### src/rtl/mac_pkg.sv
// Shared constants for the MAC encoder: header word layout, frame limits,
// CRC-32 parameters and FSM state encodings.
package mac_pkg;

  localparam int HEADER_DWIDTH = 128;
  localparam int N_PORTS       = 4;

  // Header word: {RSVD[11:0], FCS_OK, IS_CTRL, PORT[1:0], SRC[47:0], DST[47:0], TYPE[15:0]}
  localparam int TYPE_LSB    = 0;
  localparam int DST_LSB     = 16;
  localparam int SRC_LSB     = 64;
  localparam int PORT_LSB    = 112;
  localparam int IS_CTRL_BIT = 114;
  localparam int FCS_OK_BIT  = 115;
  localparam int RSVD_LSB    = 116;

  localparam int          MIN_FRAME     = 60;
  localparam logic [31:0] FCS_RESIDUE   = 32'hC704_DD7B;
  localparam logic [31:0] CRC_INIT      = 32'hFFFF_FFFF;
  localparam logic [31:0] CRC_POLY_REFL = 32'hEDB8_8320;

  typedef enum logic [2:0] {
    S_IDLE    = 3'd0,
    S_HDR     = 3'd1,
    S_PAYLOAD = 3'd2,
    S_PAD     = 3'd3,
    S_FCS     = 3'd4,
    S_DROP    = 3'd5,
    S_END     = 3'd6
  } state_t;

endpackage

### src/rtl/mac_enc_if.sv
// FIFO-side signal bundle of the MAC encoder: header/body FWFT FIFOs in,
// four PHY TX FIFOs out. master = encoder side, slave = FIFO side.
interface mac_enc_if;
  import mac_pkg::*;

  logic [HEADER_DWIDTH-1:0] h_fifo_dout;
  logic                     h_fifo_empty;
  logic                     h_fifo_rden;

  logic [7:0] b_fifo_dout;
  logic       b_fifo_empty;
  logic       b_fifo_del;
  logic       b_fifo_rden;

  logic [7:0] o0_fifo_din, o1_fifo_din, o2_fifo_din, o3_fifo_din;
  logic       o0_fifo_wren, o1_fifo_wren, o2_fifo_wren, o3_fifo_wren;
  logic       o0_fifo_del, o1_fifo_del, o2_fifo_del, o3_fifo_del;
  logic       o0_fifo_afull, o1_fifo_afull, o2_fifo_afull, o3_fifo_afull;

  modport master (
    input  h_fifo_dout, h_fifo_empty, b_fifo_dout, b_fifo_empty, b_fifo_del,
    input  o0_fifo_afull, o1_fifo_afull, o2_fifo_afull, o3_fifo_afull,
    output h_fifo_rden, b_fifo_rden,
    output o0_fifo_din, o1_fifo_din, o2_fifo_din, o3_fifo_din,
    output o0_fifo_wren, o1_fifo_wren, o2_fifo_wren, o3_fifo_wren,
    output o0_fifo_del, o1_fifo_del, o2_fifo_del, o3_fifo_del
  );

  modport slave (
    output h_fifo_dout, h_fifo_empty, b_fifo_dout, b_fifo_empty, b_fifo_del,
    output o0_fifo_afull, o1_fifo_afull, o2_fifo_afull, o3_fifo_afull,
    input  h_fifo_rden, b_fifo_rden,
    input  o0_fifo_din, o1_fifo_din, o2_fifo_din, o3_fifo_din,
    input  o0_fifo_wren, o1_fifo_wren, o2_fifo_wren, o3_fifo_wren,
    input  o0_fifo_del, o1_fifo_del, o2_fifo_del, o3_fifo_del
  );

endinterface

### src/rtl/mac_enc_crc.sv
// Byte-wide reflected CRC-32 (Ethernet polynomial); state presets to all ones
// on rst and advances one byte per cycle while crc_en is high.
module mac_enc_crc
  import mac_pkg::*;
(
  input  logic        clk,
  input  logic        rst,
  input  logic        crc_en,
  input  logic [7:0]  data,
  output logic [31:0] crc
);

  logic [31:0] crc_reg, crc_next;

  always_comb begin
    crc_next = crc_reg ^ {24'h0, data};
    for (int i = 0; i < 8; i++) begin
      crc_next = crc_next[0] ? ((crc_next >> 1) ^ CRC_POLY_REFL) : (crc_next >> 1);
    end
  end

  always_ff @(posedge clk) begin
    if (rst) begin
      crc_reg <= CRC_INIT;
    end else if (crc_en) begin
      crc_reg <= crc_next;
    end
  end

  assign crc = crc_reg;

endmodule

### src/rtl/mac_enc.sv
// Ethernet frame encoder: header + body FIFOs -> one of four PHY TX FIFOs, CRC-32 FCS appended.
// Build option MAC_ENC_PAD_EN: zero-pad short frames up to MIN_FRAME bytes before the FCS.
module mac_enc
  import mac_pkg::*;
(
  input  logic      clk,
  input  logic      rst,
  mac_enc_if.master bus
);

  state_t             state_reg, state_next;
  logic [10:0]        cnt_reg, cnt_next, cnt_inc;
  logic [1:0]         fcs_idx_reg, fcs_idx_next;
  logic [1:0]         port_reg, port_next;
  logic [111:0]       hdr_reg, hdr_next;
  logic [1:0]         hdr_port;
  logic [N_PORTS-1:0] afull_vec;
  logic               h_rden, b_rden, tx_wr, tx_del, crc_en, crc_clr;
  logic [7:0]         tx_byte;
  logic [31:0]        crc_val, crc_inv;
  logic [N_PORTS-1:0] sel, wren_next, del_next, wren_reg, del_reg;
  logic [7:0]         din_next [N_PORTS];
  logic [7:0]         din_reg  [N_PORTS];
  logic               unused_hdr_bits;

  assign hdr_port  = bus.h_fifo_dout[PORT_LSB +: 2];
  assign afull_vec = {bus.o3_fifo_afull, bus.o2_fifo_afull, bus.o1_fifo_afull, bus.o0_fifo_afull};
  assign cnt_inc   = (cnt_reg == 11'h7FF) ? cnt_reg : cnt_reg + 11'd1;
  assign crc_inv   = ~crc_val;
  assign unused_hdr_bits = ^{bus.h_fifo_dout[HEADER_DWIDTH-1:RSVD_LSB], bus.h_fifo_dout[IS_CTRL_BIT]};

  mac_enc_crc u_crc (
    .clk    (clk),
    .rst    (rst | crc_clr),
    .crc_en (crc_en),
    .data   (tx_byte),
    .crc    (crc_val)
  );

  always_comb begin
    state_next   = state_reg;
    cnt_next     = cnt_reg;
    fcs_idx_next = fcs_idx_reg;
    port_next    = port_reg;
    hdr_next     = hdr_reg;
    h_rden       = 1'b0;
    b_rden       = 1'b0;
    tx_wr        = 1'b0;
    tx_del       = 1'b0;
    tx_byte      = 8'h00;
    crc_en       = 1'b0;
    crc_clr      = 1'b0;
    case (state_reg)
      S_IDLE: begin
        if (!bus.h_fifo_empty && !afull_vec[hdr_port]) begin
          h_rden     = 1'b1;
          port_next  = hdr_port;
          // Stored in emission order so S_HDR just shifts out the top byte.
          hdr_next   = {bus.h_fifo_dout[DST_LSB +: 48], bus.h_fifo_dout[SRC_LSB +: 48],
                        bus.h_fifo_dout[TYPE_LSB +: 16]};
          state_next = bus.h_fifo_dout[FCS_OK_BIT] ? S_HDR : S_DROP;
        end
      end
      S_HDR: begin
        tx_wr    = 1'b1;
        crc_en   = 1'b1;
        tx_byte  = hdr_reg[111:104];
        hdr_next = {hdr_reg[103:0], 8'h00};
        cnt_next = cnt_inc;
        if (cnt_reg == 11'd13) state_next = S_PAYLOAD;
      end
      S_PAYLOAD: begin
        if (!bus.b_fifo_empty) begin
          b_rden   = 1'b1;
          tx_wr    = 1'b1;
          crc_en   = 1'b1;
          tx_byte  = bus.b_fifo_dout;
          cnt_next = cnt_inc;
          if (bus.b_fifo_del) begin
`ifdef MAC_ENC_PAD_EN
            state_next = (cnt_inc < 11'(MIN_FRAME)) ? S_PAD : S_FCS;
`else
            state_next = S_FCS;
`endif
          end
        end
      end
`ifdef MAC_ENC_PAD_EN
      S_PAD: begin
        tx_wr    = 1'b1;
        crc_en   = 1'b1;
        cnt_next = cnt_inc;
        if (cnt_inc >= 11'(MIN_FRAME)) state_next = S_FCS;
      end
`endif
      S_FCS: begin
        tx_wr        = 1'b1;
        tx_byte      = crc_inv[{fcs_idx_reg, 3'b000} +: 8];
        fcs_idx_next = fcs_idx_reg + 2'd1;
        if (fcs_idx_reg == 2'd3) begin
          tx_del     = 1'b1;
          state_next = S_END;
        end
      end
      S_DROP: begin
        if (!bus.b_fifo_empty) begin
          b_rden = 1'b1;
          if (bus.b_fifo_del) state_next = S_END;
        end
      end
      S_END: begin
        crc_clr      = 1'b1;
        cnt_next     = 11'd0;
        fcs_idx_next = 2'd0;
        state_next   = S_IDLE;
      end
      default: state_next = S_END;
    endcase
  end

  always_ff @(posedge clk) begin
    if (rst) begin
      state_reg   <= S_IDLE;
      cnt_reg     <= 11'd0;
      fcs_idx_reg <= 2'd0;
      port_reg    <= 2'd0;
      hdr_reg     <= '0;
    end else begin
      state_reg   <= state_next;
      cnt_reg     <= cnt_next;
      fcs_idx_reg <= fcs_idx_next;
      port_reg    <= port_next;
      hdr_reg     <= hdr_next;
    end
  end

  // Only the latched port sees traffic; every other port is held at zero.
  for (genvar gi = 0; gi < N_PORTS; gi++) begin : g_port
    assign sel[gi]       = tx_wr && (port_reg == 2'(gi));
    assign wren_next[gi] = sel[gi];
    assign del_next[gi]  = sel[gi] && tx_del;
    assign din_next[gi]  = sel[gi] ? tx_byte : 8'h00;
  end

  always_ff @(posedge clk) begin
    if (rst) begin
      wren_reg <= '0;
      del_reg  <= '0;
      din_reg  <= '{default: 8'h00};
    end else begin
      wren_reg <= wren_next;
      del_reg  <= del_next;
      din_reg  <= din_next;
    end
  end

  assign bus.h_fifo_rden  = h_rden & ~rst;
  assign bus.b_fifo_rden  = b_rden & ~rst;
  assign bus.o0_fifo_din  = din_reg[0];
  assign bus.o1_fifo_din  = din_reg[1];
  assign bus.o2_fifo_din  = din_reg[2];
  assign bus.o3_fifo_din  = din_reg[3];
  assign bus.o0_fifo_wren = wren_reg[0];
  assign bus.o1_fifo_wren = wren_reg[1];
  assign bus.o2_fifo_wren = wren_reg[2];
  assign bus.o3_fifo_wren = wren_reg[3];
  assign bus.o0_fifo_del  = del_reg[0];
  assign bus.o1_fifo_del  = del_reg[1];
  assign bus.o2_fifo_del  = del_reg[2];
  assign bus.o3_fifo_del  = del_reg[3];

endmodule

### src/flat_wrapper.sv
// flat-port wrapper written by rule: the top's interface ports become plain ports
module mac_enc_flat import mac_pkg::*;
  (clk, rst, bus_h_fifo_dout, bus_h_fifo_empty, bus_b_fifo_dout, bus_b_fifo_empty, bus_b_fifo_del, bus_o0_fifo_afull, bus_o1_fifo_afull, bus_o2_fifo_afull, bus_o3_fifo_afull, bus_h_fifo_rden, bus_b_fifo_rden, bus_o0_fifo_din, bus_o1_fifo_din, bus_o2_fifo_din, bus_o3_fifo_din, bus_o0_fifo_wren, bus_o1_fifo_wren, bus_o2_fifo_wren, bus_o3_fifo_wren, bus_o0_fifo_del, bus_o1_fifo_del, bus_o2_fifo_del, bus_o3_fifo_del);
  mac_enc_if bus_i ();
  input  logic clk;
  input  logic rst;
  input wire logic [$bits(bus_i.h_fifo_dout)-1:0] bus_h_fifo_dout;
  input wire logic [$bits(bus_i.h_fifo_empty)-1:0] bus_h_fifo_empty;
  input wire logic [$bits(bus_i.b_fifo_dout)-1:0] bus_b_fifo_dout;
  input wire logic [$bits(bus_i.b_fifo_empty)-1:0] bus_b_fifo_empty;
  input wire logic [$bits(bus_i.b_fifo_del)-1:0] bus_b_fifo_del;
  input wire logic [$bits(bus_i.o0_fifo_afull)-1:0] bus_o0_fifo_afull;
  input wire logic [$bits(bus_i.o1_fifo_afull)-1:0] bus_o1_fifo_afull;
  input wire logic [$bits(bus_i.o2_fifo_afull)-1:0] bus_o2_fifo_afull;
  input wire logic [$bits(bus_i.o3_fifo_afull)-1:0] bus_o3_fifo_afull;
  output wire logic [$bits(bus_i.h_fifo_rden)-1:0] bus_h_fifo_rden;
  output wire logic [$bits(bus_i.b_fifo_rden)-1:0] bus_b_fifo_rden;
  output wire logic [$bits(bus_i.o0_fifo_din)-1:0] bus_o0_fifo_din;
  output wire logic [$bits(bus_i.o1_fifo_din)-1:0] bus_o1_fifo_din;
  output wire logic [$bits(bus_i.o2_fifo_din)-1:0] bus_o2_fifo_din;
  output wire logic [$bits(bus_i.o3_fifo_din)-1:0] bus_o3_fifo_din;
  output wire logic [$bits(bus_i.o0_fifo_wren)-1:0] bus_o0_fifo_wren;
  output wire logic [$bits(bus_i.o1_fifo_wren)-1:0] bus_o1_fifo_wren;
  output wire logic [$bits(bus_i.o2_fifo_wren)-1:0] bus_o2_fifo_wren;
  output wire logic [$bits(bus_i.o3_fifo_wren)-1:0] bus_o3_fifo_wren;
  output wire logic [$bits(bus_i.o0_fifo_del)-1:0] bus_o0_fifo_del;
  output wire logic [$bits(bus_i.o1_fifo_del)-1:0] bus_o1_fifo_del;
  output wire logic [$bits(bus_i.o2_fifo_del)-1:0] bus_o2_fifo_del;
  output wire logic [$bits(bus_i.o3_fifo_del)-1:0] bus_o3_fifo_del;
  assign bus_i.h_fifo_dout = bus_h_fifo_dout;
  assign bus_i.h_fifo_empty = bus_h_fifo_empty;
  assign bus_i.b_fifo_dout = bus_b_fifo_dout;
  assign bus_i.b_fifo_empty = bus_b_fifo_empty;
  assign bus_i.b_fifo_del = bus_b_fifo_del;
  assign bus_i.o0_fifo_afull = bus_o0_fifo_afull;
  assign bus_i.o1_fifo_afull = bus_o1_fifo_afull;
  assign bus_i.o2_fifo_afull = bus_o2_fifo_afull;
  assign bus_i.o3_fifo_afull = bus_o3_fifo_afull;
  assign bus_h_fifo_rden = bus_i.h_fifo_rden;
  assign bus_b_fifo_rden = bus_i.b_fifo_rden;
  assign bus_o0_fifo_din = bus_i.o0_fifo_din;
  assign bus_o1_fifo_din = bus_i.o1_fifo_din;
  assign bus_o2_fifo_din = bus_i.o2_fifo_din;
  assign bus_o3_fifo_din = bus_i.o3_fifo_din;
  assign bus_o0_fifo_wren = bus_i.o0_fifo_wren;
  assign bus_o1_fifo_wren = bus_i.o1_fifo_wren;
  assign bus_o2_fifo_wren = bus_i.o2_fifo_wren;
  assign bus_o3_fifo_wren = bus_i.o3_fifo_wren;
  assign bus_o0_fifo_del = bus_i.o0_fifo_del;
  assign bus_o1_fifo_del = bus_i.o1_fifo_del;
  assign bus_o2_fifo_del = bus_i.o2_fifo_del;
  assign bus_o3_fifo_del = bus_i.o3_fifo_del;
  mac_enc u_core (.clk(clk), .rst(rst), .bus(bus_i));
endmodule
### config.mk
export PLATFORM = sky130hd
export DESIGN_NAME = mac_enc_flat
export DESIGN_NICKNAME = d
export VERILOG_FILES = /design/src/rtl/mac_pkg.sv /design/src/rtl/mac_enc_if.sv /design/src/rtl/mac_enc_crc.sv /design/src/rtl/mac_enc.sv /design/src/flat_wrapper.sv
export SDC_FILE = /design/constraint.sdc
export NUM_CORES = 1
export LEC_CHECK = 0
export BUFFER_PORTS_ARGS = -buffer_cell sky130_fd_sc_hd__buf_2
export CORE_MARGIN = 3
export CORE_UTILIZATION = 30
export DETAILED_ROUTE_END_ITERATION = 6
export GPL_ROUTABILITY_DRIVEN = 0
export PLACE_DENSITY_LB_ADDON = 0.08
export SYNTH_ARGS = -nofsm -noshare
export SYNTH_HDL_FRONTEND = slang
export SYNTH_SLANG_ARGS = --single-unit
### constraint.sdc
create_clock -name clk -period 5.4 [get_ports clk]
set_clock_uncertainty 0.05 [all_clocks]
set_input_delay 0.81 -clock clk [delete_from_list [all_inputs] [get_ports clk]]
set_output_delay 0.81 -clock clk [all_outputs]
set_load 0.03 [all_outputs]
-- Yosys cells after proc, flatten, opt, wreduce, memory -nomap -nowiden
Cells that the tools add are included.
- register bits after elaboration: 202
- bits in latches: 0
- RAM bits: 0
- memory bits (read-only): 0
- bits of input ports: 145
- output and inout port bits: 42
- logic and storage cells: 114
- memories kept: 0
- $add $sub $neg: 2
- $mul: 0
- div/mod/pow operators: 0
- magnitude comparators: 1
- equal/unequal tests: 18
- shift operators: 1
- mux-type cells: 36
- bitwise operators: 18
- reduce and logical (&&, ||, !) cells: 26
- operators by type and width (operator ; number):
    2-to-1 mux 32 bit ; 8
    one-hot mux 112 bit (2 select lines) ; 1
    2-to-1 mux 112 bit ; 1
    NOT 13 -> 14 bit ; 8
    one-hot mux 11 bit (3 select lines) ; 1
    NOT 32 bit ; 1
    indexed part select 32 x 6 -> 8 bit ; 1
    bitwise XOR 32 x 8 -> 32 bit ; 1
    2-to-1 mux 3 bit ; 8
    one-hot mux 8 bit (3 select lines) ; 1
    2-to-1 mux 11 bit ; 2
    one-hot mux 3 bit (6 select lines) ; 1
    OR reduction 2 bit ; 6
    adder 11 x 1 -> 11 bit, second input constant ; 1
    == test 11 bit, second input constant ; 1
    == test 11 x 4 -> 1 bit, second input constant ; 1
    == test 3 bit, second input constant ; 3
    logical AND 1 bit ; 9
    2-to-1 mux 1 bit ; 8
    2-to-1 mux 8 bit ; 1
    inequality test 2 bit, second input constant ; 4
    AND reduction 7 bit ; 1
    == test 2 bit, second input constant ; 3
    inequality test 2 x 1 -> 1 bit, second input constant ; 3
    other kinds (17) ; 27

-- Logic depth before layout (Yosys ltp)
- word-level depth: 20
- mapped depth: 9
- gate-level depth less buffers: 9

-- By module
A second synthesis with hierarchy kept.
- cells, all modules: 1063
- area, all modules: 9182.6 um2
- modules (own cells, without submodules) (module ; times used ; cells an instance ; area each (um2) ; seq. area each (um2)):
    mac_enc ; 1 ; 892 ; 7036.7 ; 3403.3
    mac_enc_crc ; 1 ; 171 ; 2145.8 ; 640.6

-- Worst setup path after synthesis
No wires, ideal clock.
- kind: input to output
- start point: input port bus_h_fifo_dout[112]
- end point: output port bus_h_fifo_rden
- data arrival time: 2.943 ns
- data required time: 4.540 ns
- path slack: 1.597 ns
- cell stages on the path: 7
- buffers on the path: 3
- cell sequence: mux4_2 or2_2 or4_1 clkbuf_1 clkbuf_1 clkbuf_1 nor2_1
- longest elaborated chain between the ends: 7
- ends and longest elaborated chain (item ; line ; source):
    from (decl) ; flat_wrapper.sv:7 ; input wire logic [$bits(bus_i.h_fifo_dout)-1:0] bus_h_fifo_dout;
    binary-select mux 1 bit (select 2 bit) ; mac_enc.sv:55 ; if (!bus.h_fifo_empty && !afull_vec[hdr_port]) begin
    2-to-1 mux 1 bit (not written as such) ; mac_enc.sv:55 ;
    logical NOT 1 bit ; mac_enc.sv:55 ;
    logical AND 1 bit ; mac_enc.sv:55 ;
    2-to-1 mux 1 bit ; mac_enc.sv:55 ;
    2-to-1 mux 1 bit ; mac_enc.sv:53 ; case (state_reg)
    bitwise AND 1 bit ; mac_enc.sv:157 ; assign bus.h_fifo_rden = h_rden & ~rst;
    to (decl) ; flat_wrapper.sv:16 ; output wire logic [$bits(bus_i.h_fifo_rden)-1:0] bus_h_fifo_rden;
Every way passes these cells. The select of a mux whose other input is x is not followed.

-- Worst setup path in the final report
Same ends and word-level chain as after synthesis.

==> impl_metrics.tcl <==
set metrics [dict create \
    synth.top_cell.area_share_pct 45.57 \
    yosysTopAreaCell "dfxtp_1" \
    setup_viol 0 \
    r2r-start "u_core.state_reg[0]$_SDFFE_PP0P_" \
    cp_max_fo 48 \
    worstMarginPinSlew_ns 1.118 \
    synthFlopType "dfxtp_1" \
    cts_resized 0 \
    grt_overflow 0 \
    cts-htree-levels 1 \
    synth_mux_area_share_pct 2.284 \
    route.detailed.drc 0 \
    worstPathRequired_ns 4.54 \
    async_reset_ff_share_pct 0 \
    die_w_um 178.0 \
    antenna_found_initial 8 \
    ios 187 \
    numPortBuffers 173 \
    crit_type "primary input to primary output" \
    synthAdderAreaFrac_pct 0.4230 \
    drive_above_1_share_pct 21.90 \
    synth-compound-area-share_pct 16.72 \
    drv_cap 0 \
    cts_buffer_depth 3 \
    post_dp_cell_area_um2 10020 \
    num_rows 62 \
    worstHoldStart "u_core.hdr_reg[3]$_SDFFE_PP0P_" \
    cts_root_buf "clkbuf_16" \
    reg2reg_to "u_core.del_reg[0]$_SDFF_PP0_" \
    tritoncts "yes" \
    path_clk_slew_ns 0.06 \
    worstPathArrival_ns 2.84 \
    synth.distinct_cells 46 \
    synth_nets 1176 \
    grt_first_pass_wirelength_um 40590 \
    min_to "u_core.hdr_reg[3]$_SDFFE_PP0P_" \
    ys_seq_area_share_pct 45.57 \
    final_common_cell "nand2_1" \
    period_share_pct 68.52 \
    cts_setup_buffers 0 \
    ys_ff_latch 202 \
    slew_violations 0 \
    firstDrtPassIters 4 \
    dp_cells 1514 \
    synth.area.top_cells "dfxtp_1, nand2_1, a311oi_1" \
    p_per_area_nw_per_um2 415.2 \
    nNetsFinal 1304 \
    reg2reg_depth 6 \
    largest_reg_flops 112 \
    p_leak_nw 4.399 \
    fin_area_um2 10850 \
    final_util_pct 37.51 \
    ff2ff_setup_slack_ns 1.76 \
    synth_xor_area_share_pct 10.28 \
    area_delta_synth_final_pct 22.32 \
    yosys.area_share.simple_pct 20.81 \
    critPathCaptureType "primary output" \
    seq_area_um2 4044 \
    worstSetupStartpointType "primary input" \
    synth_warnings 0 \
    dr.first_iter.drc_count 389 \
    die_y_um 178.0 \
    avgRoutedWirePerCell_um 16.60 \
    multi_input_area_um2 4503 \
    rsz0062_at_grt "false" \
    syn_inst 1028 \
    via_per_inst 4.828 \
    grt_max_degree 97 \
    hold_violations 0 \
    num_vias 7512 \
    hold_path.class "flop to flop" \
    ant_nets 0 \
    min_path_cells 2 \
    numClockSinks 202 \
    synth_edf_count 0 \
    grt_pass1_vias 7341 \
    final_cell_mix "nand2_1, dfxtp_1, buf_2" \
    outcome "finished clean" \
    dp_hpwl_um 17260 \
    numCtsBuffers 24 \
    slew_headroom_pct 25.49 \
    worstSkewPairLatency_ns 0.51 \
    drt-total-wl_um 25840 \
    grt_usage_pct 15.97 \
    min_period_ns 3.700 \
    netlist_area_um2 8874 \
    syn_avg_cell_area_um2 8.632 \
    fin_tns_setup_ns 0 \
    n_fill_cell 3052 \
    die_area_um2 31680 \
    cts_hold_buf 0 \
    initial_core_util_pct 30.67 \
    core_area_um2 28940 \
    fmax_ghz 0.2703 \
    vdd_drop_max_v 0.0002114 \
    layout.cells.non_filler 1556 \
    whs_ns 0.4166 \
    synth_top_family_by_area "simple AND/OR/NAND/NOR gates" \
]
[synthesized netlist by cell type (all sizes together), types with 9 or more instances]
master and count:
nand2 251, dfxtp 202, nor2 163, a311oi 104, clkbuf 71, xnor2 50, a21oi 30, o211ai 22
xor2 21, o21ai 13, buf 11, nand3 11, mux4 9, o22a 9
[metrics by stage]
step / power, mW / worst slack [ns]
CTS: 4.597 / 1.674
floorplan: 2.586 / 1.597
global placement: 2.854 / 1.673
global route: 4.758 / 1.435
detailed placement: 2.854 / 1.675
finish: 4.506 / 1.700
[worst max path at each step]
| stage | from | to | slack [ns] | cells after the start |
|---|---|---|---|---|
| after global placement | bus_h_fifo_dout[112] | bus_h_fifo_rden | 1.67 | 6 |
| final | bus_h_fifo_dout[112] | bus_h_fifo_rden | 1.70 | 6 |
| after detailed placement | bus_h_fifo_dout[112] | bus_h_fifo_rden | 1.68 | 6 |
| after floorplan | bus_h_fifo_dout[112] | bus_h_fifo_rden | 1.60 | 7 |
| after global routing | u_core.state_reg[0]$_SDFFE_PP0P_ | u_core.bus.o0_fifo_din[3]$_SDFF_PP0_ | 1.43 | 6 |
| after CTS | bus_h_fifo_dout[112] | bus_h_fifo_rden | 1.67 | 6 |
[report_power, final]
part / switching [mW] / internal (mW) / total (mW)
logic: 0.563 / 0.456 / 1.02
registers: 0.126 / 1.66 / 1.78
clock network: 0.625 / 1.08 / 1.70
[critical path, stage by stage]
cell and delay (ns):
buf_2 0.11, mux4_2 0.49, or2_2 0.33, or4_4 0.70
nor2_1 0.16, buf_2 0.21
[final cells by class]
type | count | share of cell area, %
antenna | 3 | 0.06916
clock buffer | 32 | 6.375
clock inverter | 7 | 1.268
inverter | 7 | 0.2421
multi-input combinational | 737 | 41.49
sequential | 202 | 37.26
tap | 384 | 4.426
timing repair buffer | 184 | 8.876
[layer usage]
layer,share of wire [%],vias to the layer above,global-route usage (%)
met2,45,166,26.28
li1,-,3835,-
met1,46,3456,21.43
met3,6.0,43,3.682
met4,1.9,12,3.469
met5,0.27,-,0
[cell families after synthesis]
kind of cell | after synthesis
AOI/OAI and AO/OA | 192
xor gates and xnor gates | 74
adders and majority gates | 3
buffers and inverters | 89
DFF | 202
muxes | 9
and+or+nand+nor | 459
No activity file was read; power rests on OpenSTA's default activity.
